--- src/rtl/stripe_scheduler.sv ---
// stripe_scheduler: deals a valid/ready byte stream round-robin onto LANES
// output lanes. Each lane has its own credit counter, so a lane without
// credit stalls the whole stream and bytes are never reordered.
module stripe_scheduler #(
  parameter int LANES   = 2,
  parameter int CREDITS = 4,
  parameter int CW      = 3,
  parameter int PW      = 1
) (
  input  logic               clk_2f,
  input  logic               reset,
  input  logic               enable,
  input  logic               align,
  input  logic               valid_in,
  input  logic [7:0]         data_in,
  output logic               ready_out,
  input  logic [LANES-1:0]   credit_ret,
  output logic [8*LANES-1:0] lane_data,
  output logic [LANES-1:0]   lane_valid,
  output logic [PW-1:0]      lane_ptr,
  output logic [1:0]         state,
  output logic               err_credit
);

  typedef enum logic [1:0] {
    ST_IDLE  = 2'd0,
    ST_RUN   = 2'd1,
    ST_STALL = 2'd2
  } state_t;

  logic [CW-1:0]      credit_q [LANES];
  logic [CW-1:0]      credit_d [LANES];
  logic [PW-1:0]      lane_ptr_q, lane_ptr_d;
  logic [8*LANES-1:0] lane_data_q, lane_data_d;
  logic [LANES-1:0]   lane_valid_q, lane_valid_d;
  logic               err_q, err_d;
  state_t             state_q, state_d;

  logic               cur_has_credit_s;
  logic               ready_s;
  logic               accept_s;
  logic [LANES-1:0]   consume_s;

  // The lane currently pointed at gates the whole stream.
  assign cur_has_credit_s = (credit_q[lane_ptr_q] != {CW{1'b0}});
  assign ready_s          = !reset && enable && cur_has_credit_s;
  assign accept_s         = valid_in && ready_s;

  assign ready_out  = ready_s;
  assign lane_data  = lane_data_q;
  assign lane_valid = lane_valid_q;
  assign lane_ptr   = lane_ptr_q;
  assign state      = state_q;
  assign err_credit = err_q;

  // Decode which lane (if any) consumes a credit this cycle; at most one bit set.
  always_comb begin
    consume_s = {LANES{1'b0}};
    for (int i = 0; i < LANES; i++) begin
      consume_s[i] = accept_s && (lane_ptr_q == PW'(i));
    end
  end

  // Credit bookkeeping: consume and return in the same cycle cancel out;
  // a lone return on a full counter saturates and raises the sticky error.
  always_comb begin
    err_d = err_q;
    for (int i = 0; i < LANES; i++) begin
      credit_d[i] = credit_q[i];
      case ({consume_s[i], credit_ret[i]})
        2'b10: credit_d[i] = credit_q[i] - CW'(1);
        2'b01: begin
          if (credit_q[i] == CW'(CREDITS)) begin
            err_d = 1'b1;
          end else begin
            credit_d[i] = credit_q[i] + CW'(1);
          end
        end
        default: credit_d[i] = credit_q[i];
      endcase
    end
  end

  // Lane data capture, one-cycle strobe and round-robin pointer (align wins).
  always_comb begin
    lane_data_d  = lane_data_q;
    lane_valid_d = consume_s;
    for (int i = 0; i < LANES; i++) begin
      if (consume_s[i]) begin
        lane_data_d[8*i +: 8] = data_in;
      end else begin
        lane_data_d[8*i +: 8] = lane_data_q[8*i +: 8];
      end
    end
    if (align) begin
      lane_ptr_d = {PW{1'b0}};
    end else if (accept_s) begin
      if (lane_ptr_q == PW'(LANES - 1)) begin
        lane_ptr_d = {PW{1'b0}};
      end else begin
        lane_ptr_d = lane_ptr_q + PW'(1);
      end
    end else begin
      lane_ptr_d = lane_ptr_q;
    end
  end

  // Informational FSM: tracks idle / streaming / waiting on credit.
  always_comb begin
    state_d = state_q;
    if (!enable) begin
      state_d = ST_IDLE;
    end else begin
      case (state_q)
        ST_IDLE: state_d = ST_RUN;
        ST_RUN: begin
          if (valid_in && !cur_has_credit_s) begin
            state_d = ST_STALL;
          end else begin
            state_d = ST_RUN;
          end
        end
        ST_STALL: begin
          if (cur_has_credit_s || !valid_in) begin
            state_d = ST_RUN;
          end else begin
            state_d = ST_STALL;
          end
        end
        default: state_d = ST_IDLE;
      endcase
    end
  end

  // State registers with synchronous reset; reset also drops any pending strobe.
  always_ff @(posedge clk_2f) begin
    if (reset) begin
      lane_data_q  <= {(8*LANES){1'b0}};
      lane_valid_q <= {LANES{1'b0}};
      lane_ptr_q   <= {PW{1'b0}};
      err_q        <= 1'b0;
      state_q      <= ST_IDLE;
      for (int i = 0; i < LANES; i++) begin
        credit_q[i] <= CW'(CREDITS);
      end
    end else begin
      lane_data_q  <= lane_data_d;
      lane_valid_q <= lane_valid_d;
      lane_ptr_q   <= lane_ptr_d;
      err_q        <= err_d;
      state_q      <= state_d;
      for (int i = 0; i < LANES; i++) begin
        credit_q[i] <= credit_d[i];
      end
    end
  end

endmodule

--- config.mk ---
export PLATFORM = sky130hd
export DESIGN_NAME = stripe_scheduler
export DESIGN_NICKNAME = d
export VERILOG_FILES = /design/src/rtl/stripe_scheduler.sv
export SDC_FILE = /design/constraint.sdc
export NUM_CORES = 1
export LEC_CHECK = 0
export CAP_MARGIN = 20
export CORE_MARGIN = 4
export CORE_UTILIZATION = 52
export CTS_BUF_LIST = sky130_fd_sc_hd__clkbuf_2
export CTS_CLUSTER_DIAMETER = 100
export DETAILED_ROUTE_END_ITERATION = 7
export PLACE_DENSITY = 0.86
export REMOVE_ABC_BUFFERS = 1
export SETUP_SLACK_MARGIN = 0.05
export SLEW_MARGIN = 40
export SYNTH_ARGS = -nofsm -noshare
export SYNTH_HDL_FRONTEND = slang
export SYNTH_SLANG_ARGS = --single-unit
--- constraint.sdc ---
create_clock -name clk_2f -period 4.74 [get_ports clk_2f]
set_input_delay 0.474 -clock clk_2f [delete_from_list [all_inputs] [get_ports clk_2f]]
set_output_delay 0.474 -clock clk_2f [all_outputs]
set_load 0.01 [all_outputs]
## Word level (Yosys, flattened, before mapping)

Memory sizes are Yosys's and may differ from the RTL's. A register that Yosys moved wholly into a read port is not among the register bits.
Index checks and enable logic that the tools add are counted.
Widths: inputs -> output; s select.

- Register bits after elaboration: 22
- RAM bits: 6
- Input bits: 15
- Output and inout bits: 23
- Logic and storage cells: 57
- Memories kept: 1

- Add/sub/neg operators: 5
- Equality and inequality tests: 8
- Mux-type cells: 19
- Bitwise gates (word level): 4
- Reduce and logical (&&, ||, !) cells: 14

Memory list:

| memory | depth | bits a word | read ports | clocked after memory_dff | wr ports | line | source |
|---|---|---|---|---|---|---|---|
| credit_q | 2 | 3 | 3 | 1 | 2 | 31 | `logic [CW-1:0] credit_q [LANES];` |

Operators with widths:

| kind | number |
|---|---|
| $mux 3 | 4 |
| $pmux 3 s2 | 2 |
| $mux 1 | 10 |
| $add 3x1->3 const B | 2 |
| $eq 2x1->1 const B | 3 |
| $eq 2x2->1 const B | 3 |
| $eq 3x3->1 const B | 2 |
| $logic_and 1x1->1 | 6 |
| $pmux 2 s3 | 1 |
| $sub 3x1->3 const B | 2 |
| $mux 2 | 2 |
| $reduce_or 2->1 | 2 |
| $logic_not 1->1 | 3 |
| $reduce_bool 3->1 | 1 |
| $logic_not 2->1 | 1 |
| $not 1->1 | 2 |
| $or 1x1->1 | 2 |
| $add 1x1->1 const B | 1 |
| $logic_or 1x1->1 | 1 |

## Depth between registers and ports, before layout

- Depth after elaboration: 9
- Mapped depth: 12
- Mapped depth without buffers: 10

## Worst setup path before layout

OpenSTA, ideal clock, no wires.

- Kind: in2reg
- From: input port reset
- To: memory credit_q[0][1]
- Setup time: 0.132 ns
- Data arrival time: 2.319 ns
- Data required time: 4.608 ns
- Setup slack: 2.289 ns
- Stages: 10
- Buffers on the path: 1
- Path through: nand3b_1 a311oi_2 ha_1 clkbuf_1 nor2_1 xnor2_1 ha_1 mux2_2 a22oi_1 a21oi_1

RTL lines:

| element | line | source |
|---|---|---|
| start: declaration | 11 | `input logic reset,` |
| end: declaration | 31 |  |

==> metrics <==
clock slew at reported path FFs=150 ps; vias per std cell=5.55; clk sinks=29; final core occ=75.1%; Power Total=approximately 440 µW; largest net degree at the start of global routing=31; setup total negative slack=0 ps; Synthesis Warnings=0; Tightest Pin Transition=622 ps; Req. time, crit path=4990 ps; max-slew violations=0; Detail Route Antenna Nets=0; grt met2 use=32.7%; critical path peak fanout=30; number of flops mapped to enable cells by yosys=0; VDD IR-drop max=209 µV; global-route wire length before repair=between 5 and 6 mm; M1 GR Usage=23.2%; Die Height=a little under 60 µm; NumNets Final=194; drt drc=0; CP Capture Type=flop; H-tree depth=2; leakage power total=0.637 nW; met3 track demand over resource=6.46%; Worst Path Arrival=roughly 3500 ps; HPWL Detailed=2.20 mm; RSZ-0062 raised after global routing=false; die area=3400 µm²; Post-Route Skew=roughly 10 ps; Synth Register Bits=29; drt first pass iters=4; Crit. path cell count=11; layer with the highest usage=met2; hold_sp=lane_data[5]; Highest Clock Rate=0.307 GHz; Post-CTS Setup Bufs=0; PostCTS Resize Cnt=0; vias in the first global route=1149; Async SR Flop Fraction=0%; register area=581 µm²; Synth Area per Inst=9.60 µm²; gr usage total=about a fifth; peak per-stage delay on the critical path=630 ps; Syn Inst Count=137; Vias=1133; worst r2r src=credit_q[1][0]; WP buf/inv=3; Hold/Removal Path Class=reg -> reg; family with the most delay on the worst path=adder cells; cell area after placement=1700 µm²; Top FF cell, synth=dfxtp_1; Seq/Total Area, Yosys=between 40% and 50%; Post-CTS Hold Buffers=0; layout cells sized above 1=9.09%; fin cells=roughly 200; Mapped Area=1320 µm²; fill cell count=167; Final min period=3260 ps; # Max-Cap Violations=0; core box area=2320 µm²; final std cell area, no fill=roughly 1700 µm²; Antenna Cells=0; FP Rows=17; cts bufs inserted=5; # setup viols final=0; Slowest cell on crit path=ha_1; Worst setup endpoint=credit_q[1][1]; initial antenna violation count=0; DRT Wirelength=3.09 mm; Area Overhead vs Synth=32.4%; area taken by multi-input logic gates=just under 700 µm²; I/O pin cnt=38; run status=finished, final reports clean; FF-to-FF path depth=9; Starting Density=between 50% and 60%; cell count after placement=around 200; startpoint class of the critical path=primary input; insertion delay to the later sink of the worst-skew pair=around 350 ps; Setup CP Type=in -> reg; root buffer cell=clkbuf_2; Pwr per Cell Area=254 nW/µm²; R2R setup slack=1720 ps; CTS tree=done; period utilization=between 60 and 70%; Die Wd=around 60 µm; worst r2r dst=credit_q[1][1]; CP Cell Sequence=clkdlybuf4s50_1 -> buf_4 -> nand3b_1 -> a311oi_2 -> ha_1 -> and2b_1 -> inv_1 -> fa_1 -> mux2_2 -> nand2_1 -> a21oi_1; CTS max path bufs=2; Fin. Hold Viols=0; CP startpoint=reset; headroom to the max-slew limit=between 50% and 60%; Port Buf Inserts=37; RePlAce Congestion=between 0.7 and 0.8; drt wl/cell=15.2 µm; GR Overflow Total=0; Initial DRC Count=52; Synth cell types=40
-- worst min-delay path by stage --
stage,end,slack (ps),cells after the start
finish,lane_data[5],510,2
global route,lane_data[6],550,2
CTS,lane_data[5],520,2
detailed placement,lane_data[3],490,2
global placement,lane_data[1],480,2
floorplan,credit_q[1][2],510,1
-- cells by family (layout without fill, tap and decap cells) --
family	after synthesis	count (layout)	share of synthesized area (%)
compound gates	24	24	13.2
xor+xnor	5	5	3.33
fa+ha+maj	4	4	4.38
buf+inv	15	54	4.66
flops	29	29	44.1
mux	18	18	13.9
simple gates	42	42	16.4
-- layer usage --
| layer | wire (µm) | share of wire [%] | vias up |
|---|---|---|---|
| met5 | 0 | 0 | - |
| met4 | 45 | 1.5 | 0 |
| met3 | 215 | 6.9 | 6 |
| met2 | 1540 | 50 | 42 |
| met1 | 1290 | 42 | 533 |
| li1 | - | - | 552 |
-- cells in the final DEF (no fill, tap or decap), drive strengths merged, types with 2 or more instances in the layout --
master / Yosys / routed
xor2: 2 / 2
nor2: 21 / 21
inv: 7 / 7
a221oi: 2 / 2
clkbuf: 3 / 6
buf: 5 / 2
a21oi: 7 / 7
xnor2: 3 / 3
nand3: 2 / 2
mux2i: 16 / 16
ha: 3 / 3
mux2: 2 / 2
a211o: 2 / 2
clkdlybuf4s50: 0 / 37
nor3: 3 / 3
clkinv: 0 / 2
nor3b: 2 / 2
and4b: 2 / 2
o21ai: 2 / 2
dfxtp: 29 / 29
nand2: 5 / 5
-- layout make-up --
| type | instances | share of cell area [%] |
|---|---|---|
| Clock buffer | 6 | 1.73 |
| Clock inverter | 2 | 0.575 |
| Inverter | 7 | 1.51 |
| Multi-Input combinational cell | 93 | 38.7 |
| Sequential cell | 29 | 33.4 |
| Tap cell | 28 | 2.01 |
| Timing Repair Buffer | 39 | 22.1 |
-- tightest hold or removal path, delay by kind of cell, from the launching register on --
kind,cells,cell delay [ps]
flops,1,350
mux,1,60
simple gates,1,80
-- state kept, by name, indices dropped and copies added (netlist names), named ones only --
| signal | flops |
|---|---|
| credit_q | 6 |
| err_credit | 1 |
| lane_data | 16 |
| lane_ptr | 1 |
| lane_valid | 2 |
| state | 2 |
-- Yosys cell counts (2+ instances only) --
cell type   n  area [µm²]
mux2_2      2        22.5
and4b_1     2        20.0
dfxtp_1    29         581
a211o_1     2        17.5
nand3_1     2        10.0
inv_1       7        26.3
o21ai_0     2        10.0
nor3_1      2        10.0
xnor2_1     3        26.3
clkbuf_1    3        11.3
nor2_1     21        78.8
nand2_1     5        18.8
nor3b_1     2        15.0
a221oi_1    2        17.5
mux2i_1    16         160
a21oi_1     7        35.0
buf_2       4        20.0
ha_1        3        37.5
xor2_1      2        17.5
-- per-stage QoR --
step           worst slack [ps]  hold slack [ps]
2_1_floorplan              2040              513
3_3_place_gp               1230              480
3_5_place_dp               1160              487
4_1_cts                    1510              518
5_1_grt                    1320              549
6_report                   1480              514
-- power breakdown --
group / internal (mW) / leakage, nW / switching [mW]
sequential: 0.250 / 0.235 / 0.00645
clock: 0.0371 / 0.0327 / 0.0864
combinational: 0.0345 / 0.369 / 0.0282
(Power assumes the default switching activity.)
